**config.mk**
```make
export PLATFORM = sky130hd
export DESIGN_NAME = response_collector
export DESIGN_NICKNAME = d
export VERILOG_FILES = /design/src/rtl/puf_pkg.sv /design/src/rtl/resp_shift_xor.sv /design/src/rtl/response_collector.sv
export SDC_FILE = /design/constraint.sdc
export NUM_CORES = 1
export LEC_CHECK = 0
export CAP_MARGIN = 20
export CORE_MARGIN = 2
export CORE_UTILIZATION = 35
export CTS_CLUSTER_SIZE = 8
export DETAILED_ROUTE_END_ITERATION = 6
export PLACE_DENSITY_LB_ADDON = 0.1
export SLEW_MARGIN = 5
export SYNTH_ARGS = -nofsm -noshare
export SYNTH_HDL_FRONTEND = slang
export SYNTH_HIERARCHICAL = 1
export SYNTH_SLANG_ARGS = --single-unit
```
**constraint.sdc**
```tcl
create_clock -name clk -period 2.71 [get_ports clk]
set_input_delay 0.6775 -clock clk [delete_from_list [all_inputs] [get_ports clk]]
set_output_delay 0.6775 -clock clk [all_outputs]
set_load 0.005 [all_outputs]
```
**src/rtl/puf_pkg.sv**
```systemverilog
// Shared constants and FSM encoding for the arbiter-PUF response collector.
package puf_pkg;

  localparam int DEF_NUM_PUF       = 4;
  localparam int DEF_RESP_WIDTH    = 8;
  localparam int DEF_SETTLE_CYCLES = 4;

  // Wide enough for the full legal SETTLE_CYCLES range (1..255).
  localparam int SETTLE_W = 8;

  typedef enum logic [2:0] {
    ST_IDLE,
    ST_LAUNCH,
    ST_SETTLE,
    ST_SAMPLE,
    ST_OUTPUT
  } state_t;

endpackage

```
**src/rtl/resp_shift_xor.sv**
```systemverilog
// XOR-reduces the parallel arbiter outputs into one response bit and inserts it
// into the response word at the position given by the bit counter.
module resp_shift_xor #(
  parameter int NUM_PUF    = 4,
  parameter int RESP_WIDTH = 8,
  parameter int CNT_W      = 3
) (
  input  logic                  clk,
  input  logic                  rst_n,
  input  logic                  sample,
  input  logic [CNT_W-1:0]      bit_idx,
  input  logic [NUM_PUF-1:0]    arb_out,
  output logic [RESP_WIDTH-1:0] resp_data
);

  logic                  resp_bit;
  logic [RESP_WIDTH-1:0] data_next;

  assign resp_bit = ^arb_out;

  // The previous word stays visible until the first bit of the next word lands;
  // the upper bits are cleared at that same moment.
  always_comb begin
    // NOTE: every combinational output gets a default first so no latch is inferred.
    data_next = resp_data;
    if (bit_idx == '0) begin
      data_next = '0;
    end
    for (int i = 0; i < RESP_WIDTH; i++) begin
      if (int'(bit_idx) == i) begin
        data_next[i] = resp_bit;
      end
    end
  end

  // NOTE: the word register is observable at the port and must read 0 out of
  // reset, so it is reset like any control flop rather than left uninitialised.
  always_ff @(posedge clk or negedge rst_n) begin
    if (!rst_n) begin
      resp_data <= '0;
    end else if (sample) begin
      resp_data <= data_next;
    end
  end

endmodule

```
**src/rtl/response_collector.sv**
```systemverilog
// Sequences launch/settle/sample for each response bit of an XOR arbiter PUF
// and hands the packed word to a consumer over a valid/ready handshake.
module response_collector
  import puf_pkg::*;
#(
  parameter int NUM_PUF       = DEF_NUM_PUF,
  parameter int RESP_WIDTH    = DEF_RESP_WIDTH,
  parameter int SETTLE_CYCLES = DEF_SETTLE_CYCLES
) (
  input  logic                  clk,
  input  logic                  rst_n,
  input  logic                  start,
  input  logic [NUM_PUF-1:0]    arb_out,
  output logic                  eval,
  output logic                  chal_next,
  output logic [RESP_WIDTH-1:0] resp_data,
  output logic                  resp_valid,
  input  logic                  resp_ready,
  output logic                  busy
);

  localparam int                 CNT_W       = $clog2(RESP_WIDTH);
  localparam logic [CNT_W-1:0]   LAST_BIT    = CNT_W'(RESP_WIDTH - 1);
  localparam logic [SETTLE_W-1:0] SETTLE_LOAD = SETTLE_W'(SETTLE_CYCLES - 1);

  state_t              state, state_n;
  logic [CNT_W-1:0]    bit_cnt, bit_cnt_n;
  logic [SETTLE_W-1:0] settle_cnt, settle_cnt_n;
  logic                sample;
  logic                chal_n;

  always_comb begin
    state_n      = state;
    bit_cnt_n    = bit_cnt;
    settle_cnt_n = settle_cnt;
    sample       = 1'b0;
    chal_n       = 1'b0;
    unique case (state)
      ST_IDLE: begin
        if (start) begin
          state_n   = ST_LAUNCH;
          bit_cnt_n = '0;
        end
      end
      ST_LAUNCH: begin
        state_n      = ST_SETTLE;
        settle_cnt_n = SETTLE_LOAD;
      end
      ST_SETTLE: begin
        if (settle_cnt == '0) begin
          state_n = ST_SAMPLE;
          // Registered pulse must be high during SAMPLE when more bits follow.
          chal_n  = (bit_cnt != LAST_BIT);
        end else begin
          settle_cnt_n = settle_cnt - 1'b1;
        end
      end
      ST_SAMPLE: begin
        sample = 1'b1;
        if (bit_cnt == LAST_BIT) begin
          bit_cnt_n = '0;
          state_n   = ST_OUTPUT;
        end else begin
          bit_cnt_n = bit_cnt + 1'b1;
          state_n   = ST_LAUNCH;
        end
      end
      ST_OUTPUT: begin
        if (resp_ready) begin
          state_n = ST_IDLE;
          // Handshake depends on the live ready input, so the advance pulse is
          // registered and lands in the first IDLE cycle.
          chal_n  = 1'b1;
        end
      end
      default: state_n = ST_IDLE;
    endcase
  end

  // NOTE: sequential state uses non-blocking assignments so every flop samples
  // the pre-edge values regardless of process ordering.
  always_ff @(posedge clk or negedge rst_n) begin
    if (!rst_n) begin
      state      <= ST_IDLE;
      bit_cnt    <= '0;
      settle_cnt <= '0;
      eval       <= 1'b0;
      chal_next  <= 1'b0;
      resp_valid <= 1'b0;
    end else begin
      state      <= state_n;
      bit_cnt    <= bit_cnt_n;
      settle_cnt <= settle_cnt_n;
      eval       <= (state_n == ST_LAUNCH);
      chal_next  <= chal_n;
      resp_valid <= (state_n == ST_OUTPUT);
    end
  end

  assign busy = (state != ST_IDLE);

  resp_shift_xor #(
    .NUM_PUF   (NUM_PUF),
    .RESP_WIDTH(RESP_WIDTH),
    .CNT_W     (CNT_W)
  ) u_shift (
    .clk      (clk),
    .rst_n    (rst_n),
    .sample   (sample),
    .bit_idx  (bit_cnt),
    .arb_out  (arb_out),
    .resp_data(resp_data)
  );

endmodule

```
==> impl.org <==
** Placed design
- At the placement stage, the worst setup path has a slack of 0.618 ns.
- Number of port buffers :: 19
- Final HPWL from detailed placement :: between 2000 and 2500 µm
- Placed Instance Area :: 0.00163 mm²
- Routability Congestion :: between 0.7 and 0.8

** Setup path
- Source of the critical timing path :: state[2]
- Counting cells, the worst reg-to-reg path comes to 6.
- Crit. End Element :: output pin
- In this run the register-to-register setup slack is between 0.7 and 0.8 ns.
- At the worst endpoint, the arrival time is 1.67 ns.
- Data on the critical path is required at its endpoint by 2.03 ns.
- Critical-path cell with the highest stage delay :: sky130_fd_sc_hd__dfrtp_1
- In this run the critical register-to-register path is captured at u_shift/resp_data[0].
- The startpoint identified for the worst register-to-register timing path is state[1].
- Critical path class :: reg2out
- Along the worst path, the maximum fanout reaches 17.
- List of cells traversed by the critical path :: nor2_1, nand2_1, clkdlybuf4s50_1
- Highest cell delay on the worst timing path :: about 0.66 ns
- STA classifies the critical path startpoint as a flop.

** Cells and area
- Once layout is complete, the utilization of the core stands at 44.7%.
- At the end of the flow, the number of nets in the layout was roughly 180.
- Most frequent standard cell in the layout excluding fill and tap cells :: sky130_fd_sc_hd__dfrtp_1
- P&R area growth vs syn :: 20.9%
- In the final layout, the share of cells above drive strength 1 is under 10%.
- Area of all placed cells without fillers :: 0.00167 mm²
- Most frequent cells in the layout :: sky130_fd_sc_hd__dfrtp_1 (25), sky130_fd_sc_hd__clkdlybuf4s50_1 (19), sky130_fd_sc_hd__nor2_1 (13)
- Antenna diode count :: 0

** Global route
- Global-route wire length before repair :: around 5200 µm
- The initial antenna violation count came to 0.
- Number of global-route vias before repair :: 1126
- Global routing used ~15% of the available tracks across all layers.
- Grt ovf :: 0
- Entering global routing, the biggest net connects 26 pins.

** Clocking
- The number of gates resized after CTS was 0.
- Clk sink count :: 25
- The number of clock buffers added by TritonCTS is 3.
- Hold repair after CTS inserted 0 buffers.
- After clock tree synthesis, the setup repair step added 0 buffers.
- TritonCTS built the clock tree.
- Library cell used as clock root buffer :: sky130_fd_sc_hd__clkbuf_8
- Clock-pin slew was measured on the worst setup and hold paths at roughly 0.090 ns.
- Maximum buffer depth of the clock tree :: 2
- In this run the number of H-tree levels came out at 1.
- The later pin in the worst-skew pair is clocked with a latency of 0.27 ns.

** Timing
- Unrepaired setup endpoints after global routing :: false
- Final Hold Viols :: 0
- Once routing completed, OpenROAD measured the worst setup slack at 0.360 ns.
- Of the available clock period, the critical path in the final layout requires between 80 and 90%.
- Maximum clock rate :: about 430 MHz
- The count of pins over their slew limit is 0.
- On the final layout, the worst clock skew is 0.00714 ns.
- Worst slew margin :: about three fifths
- Across all hold checks on the routed design, the worst slack comes to ~0.49 ns.
- Measured slew at the worst slew-check pin :: between 0.5 and 0.6 ns
- Final period demand of the worst path :: about 2.3 ns
- In the final timing run, aggregate negative setup slack is 0 ns.
- Setup violations, final :: 0

** Route
- WL per Instance :: ~13 µm
- Before antenna repair, the detailed router went through 4 iterations.
- The first routing iteration left between 50 and 60 violations.
- DRC viols :: 0
- In this run the remaining antenna-violating nets after routing total 0.
- Final routed wirelength across all metal layers :: between 2000 and 3000 µm
- Across all layers, the routed design uses about 1200 vias.
- After detailed routing, the number of vias per cell comes to roughly 5.3.

** Floorplanning
- Vert. Die Dim :: ~67 µm
- 20 I/O pins were placed.
- Number of placement rows :: 22
- Die outline width :: about 67 µm
- In this run the standard cell core region covers approximately 0.0037 mm².
- Starting utilization of the core area :: 37.0%
- The floorplan step defined a die boundary enclosing 0.00447 mm².

** Hold path
- Class of the most critical hold timing path :: reg2reg
- The startpoint identified for the worst hold timing path is u_shift/resp_data[1].
- The worst hold path terminates at u_shift/resp_data[1].
- Worst hold path depth :: 2

** Flow run
- Max cap viols :: 0

** Synth
- Gate Count Post-Synth :: between 150 and 200
- Seq/Total Area, Yosys :: between 40% and 50%
- In this run, synthesis produced a sequential element count of 25.
- Total standard cell area after synthesis :: approximately 0.0014 mm²
- Post-synth cell types :: 38
- The Yosys step of the flow raised 6 warnings.
- Syn nets :: 163
- Number of flops mapped to enable cells by yosys :: 0
- Share of flip-flops with an asynchronous set or reset :: 100%
- Main synth FF type :: sky130_fd_sc_hd__dfrtp_1
- Post-Syn Area per Cell :: around 9.2 µm²

** Power and ir drop
- Summed over all cells, the static leakage comes to roughly 0.72 nW.
- Power per unit of standard cell area :: 997 mW/mm²
- Worst IR Drop VDD :: 446 µV

** Run status
- Outcome :: completed
## worst max path at each step
stage,to,cells after the start
2_1_floorplan,u_shift/resp_data[0],6
3_5_place_dp,u_shift/resp_data[6],5
3_3_place_gp,u_shift/resp_data[6],5
6_report,busy,3
5_1_grt,busy,3
4_1_cts,busy,3
## through the flow
| stage | cells | power (mW) |
|---|---|---|
| 6_report | 218 | 1.67 |
| 5_1_grt | 218 | 1.84 |
| 4_1_cts | 218 | 1.68 |
| 3_5_place_dp | 214 | 1.45 |
| 3_3_place_gp | 214 | 1.43 |
| 2_1_floorplan | 151 | 1.17 |
## Yosys cell counts, types with 4 or more instances
master,instances,share of area (%)
sky130_fd_sc_hd__dfrtp_1,25,45
sky130_fd_sc_hd__nor2_1,13,3.5
sky130_fd_sc_hd__a21oi_1,12,4.3
sky130_fd_sc_hd__o21ai_0,12,4.3
sky130_fd_sc_hd__nand2_1,9,2.4
sky130_fd_sc_hd__inv_1,8,2.2
sky130_fd_sc_hd__nor2b_1,7,3.2
sky130_fd_sc_hd__nand3_1,5,1.8
sky130_fd_sc_hd__or3_1,5,2.3
sky130_fd_sc_hd__clkbuf_1,4,1.1
sky130_fd_sc_hd__ha_1,4,3.6
sky130_fd_sc_hd__nand2b_1,4,1.8
sky130_fd_sc_hd__nor3_1,4,1.4
## cell type report
| class | instances | area [µm²] |
|---|---|---|
| Clock inverter | 1 | 5.00 |
| Sequential cell | 25 | 626 |
| Clock buffer | 3 | 41.3 |
| Inverter | 8 | 30.0 |
| Tap cell | 48 | 60.1 |
| Timing Repair Buffer | 22 | 213 |
| Multi-Input combinational cell | 111 | 698 |
| Fill cell | 392 | 2070 |
## routing by layer
metal	routed length [µm]	GRT usage (%)	part of all wire, %	up-vias
met4	21	4.59	0.72	0
met2	1310	23.3	45	24
met3	100	2.03	3.4	2
li1	-	-	-	579
met1	1480	22.0	51	548
met5	0	0	0	-
## worst max-delay path, delay by kind of cell (launching register included)
family,cells,cell delay (ns)
buf+inv,1,0.49
flops,1,0.66
simple gates,2,0.25
## registers in the layout, summed over array words and instances (netlist names)
register and count:
eval 1, state 3, bit_cnt 3, chal_next 1
settle_cnt 8, u_shift/resp_data 8, resp_valid 1
## report_power, final
part           switching (mW)  internal, mW
logic                   0.373         0.381
clock network           0.124         0.103
registers               0.183         0.505
total                   0.679         0.988
## cell families after synthesis
kind of cell / synth area share, %
and+or+nand+nor: 25.0
AOI/OAI and AO/OA: 17.2
DFF: 45.2
buffers and inverters: 4.34
xor gates and xnor gates: 3.07
adders and majority gates: 3.62
muxes: 1.63
Power figures use the tool's default switching activity.
